<file path="src/rtl/aes_dec_pkg.sv">
// Shared types and helpers for the AES decryption round-key path.
//   klen_t        : key length select encoding (128/192/256/invalid)
//   rkbuf_state_t : round-key reversal buffer states
//   nkeys()       : number of round keys (Nr+1) for a key length
package aes_dec_pkg;

    localparam int unsigned KW         = 128;
    localparam int unsigned NUM_RK_MAX = 15;

    typedef enum logic [1:0] {
        K128 = 2'b00,
        K192 = 2'b01,
        K256 = 2'b10,
        KINV = 2'b11
    } klen_t;

    typedef enum logic [1:0] {
        EMPTY = 2'b00,
        LOAD  = 2'b01,
        READY = 2'b10
    } rkbuf_state_t;

    // Round keys in a schedule; the invalid code maps to the largest depth.
    function automatic logic [3:0] nkeys(input klen_t k);
        case (k)
            K128:    return 4'd11;
            K192:    return 4'd13;
            default: return 4'd15;
        endcase
    endfunction

endpackage

</file>
<file path="src/rtl/rk_store.sv">
// Round-key storage: synchronous write, asynchronous read register array.
//   clk   : clock
//   we    : write enable
//   waddr : write address
//   wdata : write data
//   raddr : read address
//   rdata : read data (combinational from raddr)
module rk_store #(
    parameter int unsigned W     = 128,
    parameter int unsigned DEPTH = 15,
    parameter int unsigned AW    = 4
) (
    input  logic          clk,
    input  logic          we,
    input  logic [AW-1:0] waddr,
    input  logic [W-1:0]  wdata,
    input  logic [AW-1:0] raddr,
    output logic [W-1:0]  rdata
);

    logic [W-1:0] mem [DEPTH];

    // No reset: contents are only meaningful once a full schedule is written.
    always_ff @(posedge clk) begin
        if (we) begin
            mem[waddr] <= wdata;
        end
    end

    assign rdata = mem[raddr];

endmodule

</file>
<file path="src/rtl/rkey_rev_buf.sv">
// Round-key reversal buffer. Captures a forward key schedule rk[0]..rk[Nr]
// from the key expander and replays it as rk[Nr]..rk[0] to the decrypt
// engine, repeating per block until a new key is loaded. A new_key arriving
// mid-block is deferred until the block boundary.
//   clk, rst   : clock, synchronous active-high reset
//   new_key    : request a new schedule load (klen_sel sampled with it)
//   klen_sel   : key length select
//   ek/ek_vld/ek_rdy : forward-order round key input handshake
//   rkey/rkey_vld    : reverse-order round key output, full schedule present
//   next_rkey  : decrypt engine consumes the current rkey
//   klen_out   : key length of the stored schedule
//   klen_err   : sticky, last applied new_key carried an invalid length
//   load_pend  : a new_key is waiting for the block boundary
module rkey_rev_buf #(
    parameter int unsigned KW         = aes_dec_pkg::KW,
    parameter int unsigned NUM_RK_MAX = aes_dec_pkg::NUM_RK_MAX
) (
    input  logic          clk,
    input  logic          rst,
    input  logic          new_key,
    input  logic [1:0]    klen_sel,
    input  logic [KW-1:0] ek,
    input  logic          ek_vld,
    output logic          ek_rdy,
    output logic [KW-1:0] rkey,
    output logic          rkey_vld,
    input  logic          next_rkey,
    output logic [1:0]    klen_out,
    output logic          klen_err,
    output logic          load_pend
);

    import aes_dec_pkg::*;

    localparam int unsigned PTR_W = $clog2(NUM_RK_MAX);

    rkbuf_state_t     state,     state_d;
    logic [PTR_W-1:0] wr_cnt,    wr_cnt_d;
    logic [PTR_W-1:0] rd_ptr,    rd_ptr_d;
    klen_t            klen,      klen_d;
    klen_t            pend_klen, pend_klen_d;
    logic             klen_err_d;
    logic             load_pend_d;
    logic             ek_rdy_d;
    logic             rkey_vld_d;

    logic             wr_en_c;
    logic             start_c;
    klen_t            start_klen_c;
    logic [PTR_W-1:0] last_c;
    logic             at_bound_c;
    logic             wrap_c;

    // Index of rk[Nr] for the stored schedule; also the block boundary.
    assign last_c     = PTR_W'(nkeys(klen)) - PTR_W'(1);
    assign at_bound_c = (rd_ptr == last_c);
    assign wrap_c     = next_rkey && (rd_ptr == '0);

    rk_store #(
        .W     (KW),
        .DEPTH (NUM_RK_MAX),
        .AW    (PTR_W)
    ) u_store (
        .clk   (clk),
        .we    (wr_en_c),
        .waddr (wr_cnt),
        .wdata (ek),
        .raddr (rd_ptr),
        .rdata (rkey)
    );

    // State and output registers.
    always_ff @(posedge clk) begin
        if (rst) begin
            state     <= EMPTY;
            wr_cnt    <= '0;
            rd_ptr    <= '0;
            klen      <= K128;
            pend_klen <= K128;
            klen_err  <= 1'b0;
            load_pend <= 1'b0;
            ek_rdy    <= 1'b0;
            rkey_vld  <= 1'b0;
        end else begin
            state     <= state_d;
            wr_cnt    <= wr_cnt_d;
            rd_ptr    <= rd_ptr_d;
            klen      <= klen_d;
            pend_klen <= pend_klen_d;
            klen_err  <= klen_err_d;
            load_pend <= load_pend_d;
            ek_rdy    <= ek_rdy_d;
            rkey_vld  <= rkey_vld_d;
        end
    end

    assign klen_out = klen;

    // Next-state logic; all load starts funnel through start_c/start_klen_c.
    always_comb begin
        state_d      = state;
        wr_cnt_d     = wr_cnt;
        rd_ptr_d     = rd_ptr;
        klen_d       = klen;
        pend_klen_d  = pend_klen;
        klen_err_d   = klen_err;
        load_pend_d  = load_pend;
        wr_en_c      = 1'b0;
        start_c      = 1'b0;
        start_klen_c = K128;

        case (state)
            EMPTY: begin
                if (new_key) begin
                    start_c      = 1'b1;
                    start_klen_c = klen_t'(klen_sel);
                end
            end
            LOAD: begin
                if (new_key) begin
                    start_c      = 1'b1;
                    start_klen_c = klen_t'(klen_sel);
                end else if (ek_vld && ek_rdy) begin
                    wr_en_c = 1'b1;
                    if (wr_cnt == last_c) begin
                        state_d  = READY;
                        rd_ptr_d = last_c;
                    end else begin
                        wr_cnt_d = wr_cnt + PTR_W'(1);
                    end
                end
            end
            READY: begin
                if (next_rkey) begin
                    rd_ptr_d = (rd_ptr == '0) ? last_c : rd_ptr - PTR_W'(1);
                end
                if (new_key && at_bound_c && !next_rkey) begin
                    start_c      = 1'b1;
                    start_klen_c = klen_t'(klen_sel);
                end else if (wrap_c && (new_key || load_pend)) begin
                    // A new_key on the wrapping pop is the most recent request.
                    start_c      = 1'b1;
                    start_klen_c = new_key ? klen_t'(klen_sel) : pend_klen;
                end else if (new_key) begin
                    load_pend_d = 1'b1;
                    pend_klen_d = klen_t'(klen_sel);
                end
            end
            default: begin
                state_d = EMPTY;
            end
        endcase

        if (start_c) begin
            load_pend_d = 1'b0;
            wr_cnt_d    = '0;
            if (start_klen_c == KINV) begin
                klen_err_d = 1'b1;
                state_d    = EMPTY;
            end else begin
                klen_err_d = 1'b0;
                klen_d     = start_klen_c;
                state_d    = LOAD;
            end
        end

        ek_rdy_d   = (state_d == LOAD);
        rkey_vld_d = (state_d == READY);
    end

endmodule

</file>
<file path="config.mk">
export PLATFORM = sky130hd
export DESIGN_NAME = rkey_rev_buf
export DESIGN_NICKNAME = d
export VERILOG_FILES = /design/src/rtl/aes_dec_pkg.sv /design/src/rtl/rk_store.sv /design/src/rtl/rkey_rev_buf.sv
export SDC_FILE = /design/constraint.sdc
export NUM_CORES = 2
export LEC_CHECK = 0
export ABC_AREA = 1
export BUFFER_PORTS_ARGS = -buffer_cell sky130_fd_sc_hd__clkbuf_2
export CAP_MARGIN = 20
export CORE_ASPECT_RATIO = 0.9
export CORE_MARGIN = 2
export CORE_UTILIZATION = 50
export CTS_CLUSTER_DIAMETER = 120
export DETAILED_ROUTE_END_ITERATION = 12
export PLACE_DENSITY_LB_ADDON = 0.2
export RECOVER_POWER = 50
export SLEW_MARGIN = 10
export SYNTH_ARGS = -nofsm -noshare
export SYNTH_HDL_FRONTEND = slang
export SYNTH_SLANG_ARGS = --single-unit
</file>
<file path="constraint.sdc">
create_clock -name clk -period 7.9 [get_ports clk]
set_input_delay 0.395 -clock clk [delete_from_list [all_inputs] [get_ports clk]]
set_output_delay 0.395 -clock clk [all_outputs]
set_load 0.05 [all_outputs]
</file>
# Yosys cells after proc, flatten, opt, wreduce, memory -nomap -nowiden
# Memory sizes are Yosys's and may differ from the RTL's. A register that Yosys moved wholly into a read port is not among the register bits.
# Cells that the tools add are included.
dict set report word_totals {
  register_bits 18
  ramBits 1920
  output_inout_bits 134
  word_cells 79
  n_memories 1
}
dict set report classes {
  addsub 3
  n_eq_ne 12
  n_mux 30
  bitwise 5
  reduce_logical 19
}
# name depth word_bits read_ports rd_ports_with_merged_regs write_ports line
set mem_list {}
lappend mem_list {u_store.mem 15 128 1 1 1 rk_store.sv:21} ;# logic [W-1:0] mem [DEPTH];
# op n
set ops {}
lappend ops {{two-way mux 4 bit} 7}
lappend ops {{two-way mux 2 bit} 8}
lappend ops {{two-way mux 1 bit} 10}
lappend ops {{equality test 4 bit} 2}
lappend ops {{inequality test 2 bit (second input constant)} 4}
lappend ops {{case mux 2 bit (2 select lines)} 2}
lappend ops {{case mux 4 bit (2 select lines)} 1}
lappend ops {{AND reduction 4 bit} 2}
lappend ops {{subtractor 4 x 1 -> 4 bit (second input constant)} 2}
lappend ops {{equality test 2 x 1 -> 1 bit (second input constant)} 3}
lappend ops {{equality test 2 bit (second input constant)} 3}
lappend ops {{case mux 3 bit (2 select lines)} 1}
lappend ops {{OR reduction 2 bit} 3}
lappend ops {{logical AND 1 bit} 5}
lappend ops {{inverter 1 bit} 5}
lappend ops {{AND reduction 5 bit} 1}
lappend ops {{adder 4 x 1 -> 4 bit (second input constant)} 1}
lappend ops {{zero test 2 bit} 2}
lappend ops {{zero test 4 bit} 1}
lappend ops {{AND reduction 3 bit} 1}
lappend ops {{case mux 1 bit (2 select lines)} 1}
lappend ops {{AND reduction 2 bit} 1}
lappend ops {{nonzero test 2 bit} 1}
lappend ops {{zero test 1 bit} 1}
lappend ops {{logical OR 1 bit} 1}

# Depth between registers and ports, before layout
dict set report logic_depth {
  ltp_word 12
  ltp_mapped 12
  ltp_nobuf 11
}

# By module
# Synthesis repeated with hierarchy kept, for this count alone.
dict set report hier_totals {
  cells_unflattened 7021
  area_unflattened_um2 79439.9
}
# mod instances cells_each area_per_inst_um2 seq_area_each_um2
set by_module_without_submodules {}
lappend by_module_without_submodules {rk_store 1 6869 78366.4 57655.3}
lappend by_module_without_submodules {rkey_rev_buf 1 152 1073.5 360.3}

# Least setup slack after synthesis
# Ideal clock, no wire load.
dict set report synth_timing {
  path_kind {reg2reg}
  from {reg ek_rdy}
  to {mem u_store.mem[11][0] (enable)}
  setup_ns 0.617
  arrival_ns 6.432
  required_time_ns 7.283
  setup_slack_ns 0.851
  path_stages_with_launch 7
  n_path_buf 0
  cell_sequence {dfxtp_1 > nand2_1 > nor2_1 > nand2_1 > nor2_1 > inv_1 > nor2_1}
}
dict set report synth_via {
  elab_chain_cells 6
}
# element line
set synth_lines {}
lappend synth_lines {{start: declaration} rkey_rev_buf.sv:24} ;# output logic ek_rdy,
lappend synth_lines {{start signal: assignment} rkey_rev_buf.sv:92} ;# ek_rdy <= ek_rdy_d;
lappend synth_lines {{logical AND 1 bit} rkey_rev_buf.sv:123} ;# end else if (ek_vld && ek_rdy) begin
lappend synth_lines {{two-way mux 1 bit} rkey_rev_buf.sv:123}
lappend synth_lines {{two-way mux 1 bit} rkey_rev_buf.sv:120} ;# if (new_key) begin
lappend synth_lines {{two-way mux 1 bit} rkey_rev_buf.sv:112} ;# case (state)
lappend synth_lines {{two-way mux 1 bit} rk_store.sv:25} ;# if (we) begin
lappend synth_lines {{two-way mux 1 bit (implied by the code)} rk_store.sv:26} ;# mem[waddr] <= wdata;
lappend synth_lines {{end: declaration} rk_store.sv:21}
# Every way passes these cells.

==> out/results.tsv <==
metric	value	unit
cp.arrival	4390	ps
ctsHoldBuffers	131	
internal_power	16.28	mW
cts_resized	0	
std_cell_rows	135	
pwr-share-clk	42.7	%
clockBufferDepth	3	
grt_use_total	24.39	%
post-dp-hpwl	86880	microns
sw_frac_of_total	19.66	%
holdCritPathClass	input pin to flop	
routabilityCongestion	0.7548	
worstSetupEndpointType	output pin	
drt_iter0_drc	4910	
dp_cells	7603	
cts_buffers	192	
max-cap-violations	3	
die_x	415.4	microns
drt_wl_total	192600	microns
gr-total-overflow	0	
hold_depth	4	
setup_viol	0	
viasPerCell	5.854	
reg2reg_depth	7	
synth_edf_count	1920	
cts_tree	done	
final_layout_size_suffix_gt1_share	8.087	%
worstPathRequired	7510	ps
cts_root_buf	clkbuf_16	
crit_path_max_fanout	196	
clock_latency	820	ps
antenna_found_initial	14	
io_buffer_count	268	
synth_nets	5818	
syn-cell-area	76160	sq um
htreeDepth	4	
synth_warnings	0	
syn_avg_cell_area	13.42	sq um
dr.pass1.iters	5	
comb_power_share	1.4	%
synth_cell_type_count	35	
finalNonFillerCells	8091	
synth_top_area_share	75.70	%
vias	47365	
pwr_density_cell	236.1	nW/um^2
ys_seq_elements	1942	
status	finished, violations left	
core	150800	sq um
fin_crit	4785	ps
grt_max_degree	222	
finalCritPeriodShare	60.56	%
synth_ff_type	edfxtp_1	
hold_viol	0	
hold_ws	87.09	ps
die-height	374.3	microns
p_sw	3.986	mW
die-area	155500	sq um
skew	20.34	ps
power.leakage	28.53	nW
area_delta_synth_final	12.74	%
finalNetCount	6085	
worstSetupPathType	flop to output pin	
synth_top_cell_by_area	edfxtp_1	
violations	capacitance limit, slew limit	
pwr-share-seq	55.9	%
syn_inst	5677	
clk_pin_slew_worst_paths	60	ps
first_global_vias	45802	
vdd_drop_max	203.9	uV
ys_seq_area_share	76.28	%
slew_violations	49	
yosys-top-cells-area	edfxtp_1 76%, o21ai_0 4.9%, nor2_1 3.6%	
route.detailed.drc	0	
clock_sinks	1942	
grt_pass1_wl	288100	microns
rsz0062_at_grt	false	
initial_utilization	50.49	%
max_freq	209.0	MHz
ioPinCount	269	
slew_headroom	-16.66	%
wl_per_cell	23.81	microns
async_reset_ff_share	0	%
postCtsSetupBuffers	0	
tns	0	ps
start_kind	flop	
postRouteAntennaNets	0	
worst_pin_slew	1750	ps
cell usage after synthesis, types with 4 or more instances:
master / number
edfxtp_1: 1920
o21ai_0: 748
nor2_1: 736
nand2_1: 606
a21oi_1: 347
nand3_1: 230
clkbuf_1: 165
o22ai_1: 156
buf_2: 135
inv_1: 131
o21ai_1: 113
o211ai_1: 102
o221ai_1: 98
buf_4: 45
buf_6: 33
dfxtp_1: 22
o31ai_2: 19
buf_1: 16
a31oi_1: 12
o31ai_1: 11
ha_1: 6
xor2_1: 5
o21a_1: 4
per-layer routing:
layer | up-vias | track usage, % | share of wire (%)
met5 | - | 0 | 0.029
met3 | 293 | 3.358 | 6.3
li1 | 21606 | - | -
met2 | 1684 | 39.81 | 48
met1 | 23774 | 34.69 | 44
met4 | 8 | 6.363 | 2.1
kinds of logic (layout without fill, tap and decap cells):
logic type               count (synthesis)  count (layout)  synth area share (%)
buffers and inverters                  532             951                 3.428
other                                    0               9                     0
XOR/XNOR                                 5               5               0.05749
multiplexers                             1               1               0.01478
adder cells (fa/ha/maj)                  6               6               0.09856
AO/OA/AOI/OAI                         1615            1615                 11.97
flip-flops                            1942            1942                 76.28
AND/OR/NAND/NOR                       1576            1576                 8.155
path summary, 6_finish.rpt:
| check | from | endpoint | slack (ps) |
|---|---|---|---|
| hold reg to reg | pend_klen[1]$_SDFFE_PP0P_ | pend_klen[1]$_SDFFE_PP0P_ | 460 |
| setup / recovery | flop | rkey[56] | 3120 |
| setup reg to reg | wr_cnt[1]$_SDFFE_PP0P_ | u_store.mem[3][33]$_DFFE_PP_ | 3710 |
| hold / removal | next_rkey | flop | 90 |
state kept, by name (all words and copies together), names as in the netlist, named ones only:
| register | flops |
|---|---|
| wr_cnt | 4 |
| ek_rdy | 1 |
| state | 2 |
| rd_ptr | 4 |
| klen_out | 2 |
| pend_klen | 2 |
| load_pend | 1 |
| u_store.mem | 1920 |
| klen_err | 1 |
| rkey_vld | 1 |
power by group through the flow:
stage          combinational, mW  clock (mW)  sequential, mW
2_1_floorplan             0.0488           0            11.6
3_3_place_gp               0.220           0            11.5
3_5_place_dp               0.227           0            11.5
4_1_cts                    0.289        8.79            11.3
5_1_grt                    0.304        9.21            11.3
6_report                   0.278        8.66            11.3
stage by stage:
step	setup WS, ps	total power [mW]	instance area [sq um]	util (%)
3_5_place_dp	3833	11.77	78790	52.23
5_1_grt	2762	20.83	85870	56.93
4_1_cts	2957	20.41	86020	57.03
3_3_place_gp	3861	11.76	78770	52.22
2_1_floorplan	850.9	11.60	76160	-
6_report	3115	20.27	85870	56.93
worst max-delay path: stages (launching register included):
cell and delay, ps:
dfxtp_4 720, buf_12 710, buf_4 840, o21ai_0 210, o22ai_1 200, nand2_1 60
o21ai_1 110, nand2_1 100, o21ai_1 190, clkbuf_2 330
final cells by class:
cell class                 count  area, sq um
sequential                  1942        58110
antenna                        9        22.52
inverter                     135        549.3
timing repair buffer         470         3243
multi-input combinational   3203        15540
tap                         1986         2485
clock inverter               101        853.3
clock buffer                 245         5067
fill                       12043        64970
cells in the final DEF, fill, tap and decap left out, types with 17 or more instances in the layout:
master | Yosys | layout
clkinv_2 | 0 | 25
nand3_1 | 230 | 230
nor2_1 | 736 | 725
a21oi_1 | 347 | 348
clkbuf_1 | 165 | 186
dfxtp_1 | 22 | 18
clkbuf_16 | 0 | 195
dlygate4sd3_1 | 0 | 131
buf_4 | 45 | 51
inv_1 | 131 | 131
o21ai_1 | 113 | 113
o221ai_1 | 98 | 98
nand2_1 | 606 | 606
o31ai_2 | 19 | 19
edfxtp_1 | 1920 | 1920
clkinv_1 | 0 | 46
o21ai_0 | 748 | 749
buf_12 | 0 | 17
o211ai_1 | 102 | 102
clkbuf_2 | 1 | 134
o22ai_1 | 156 | 156
No activity file was read; power rests on OpenSTA's default activity.
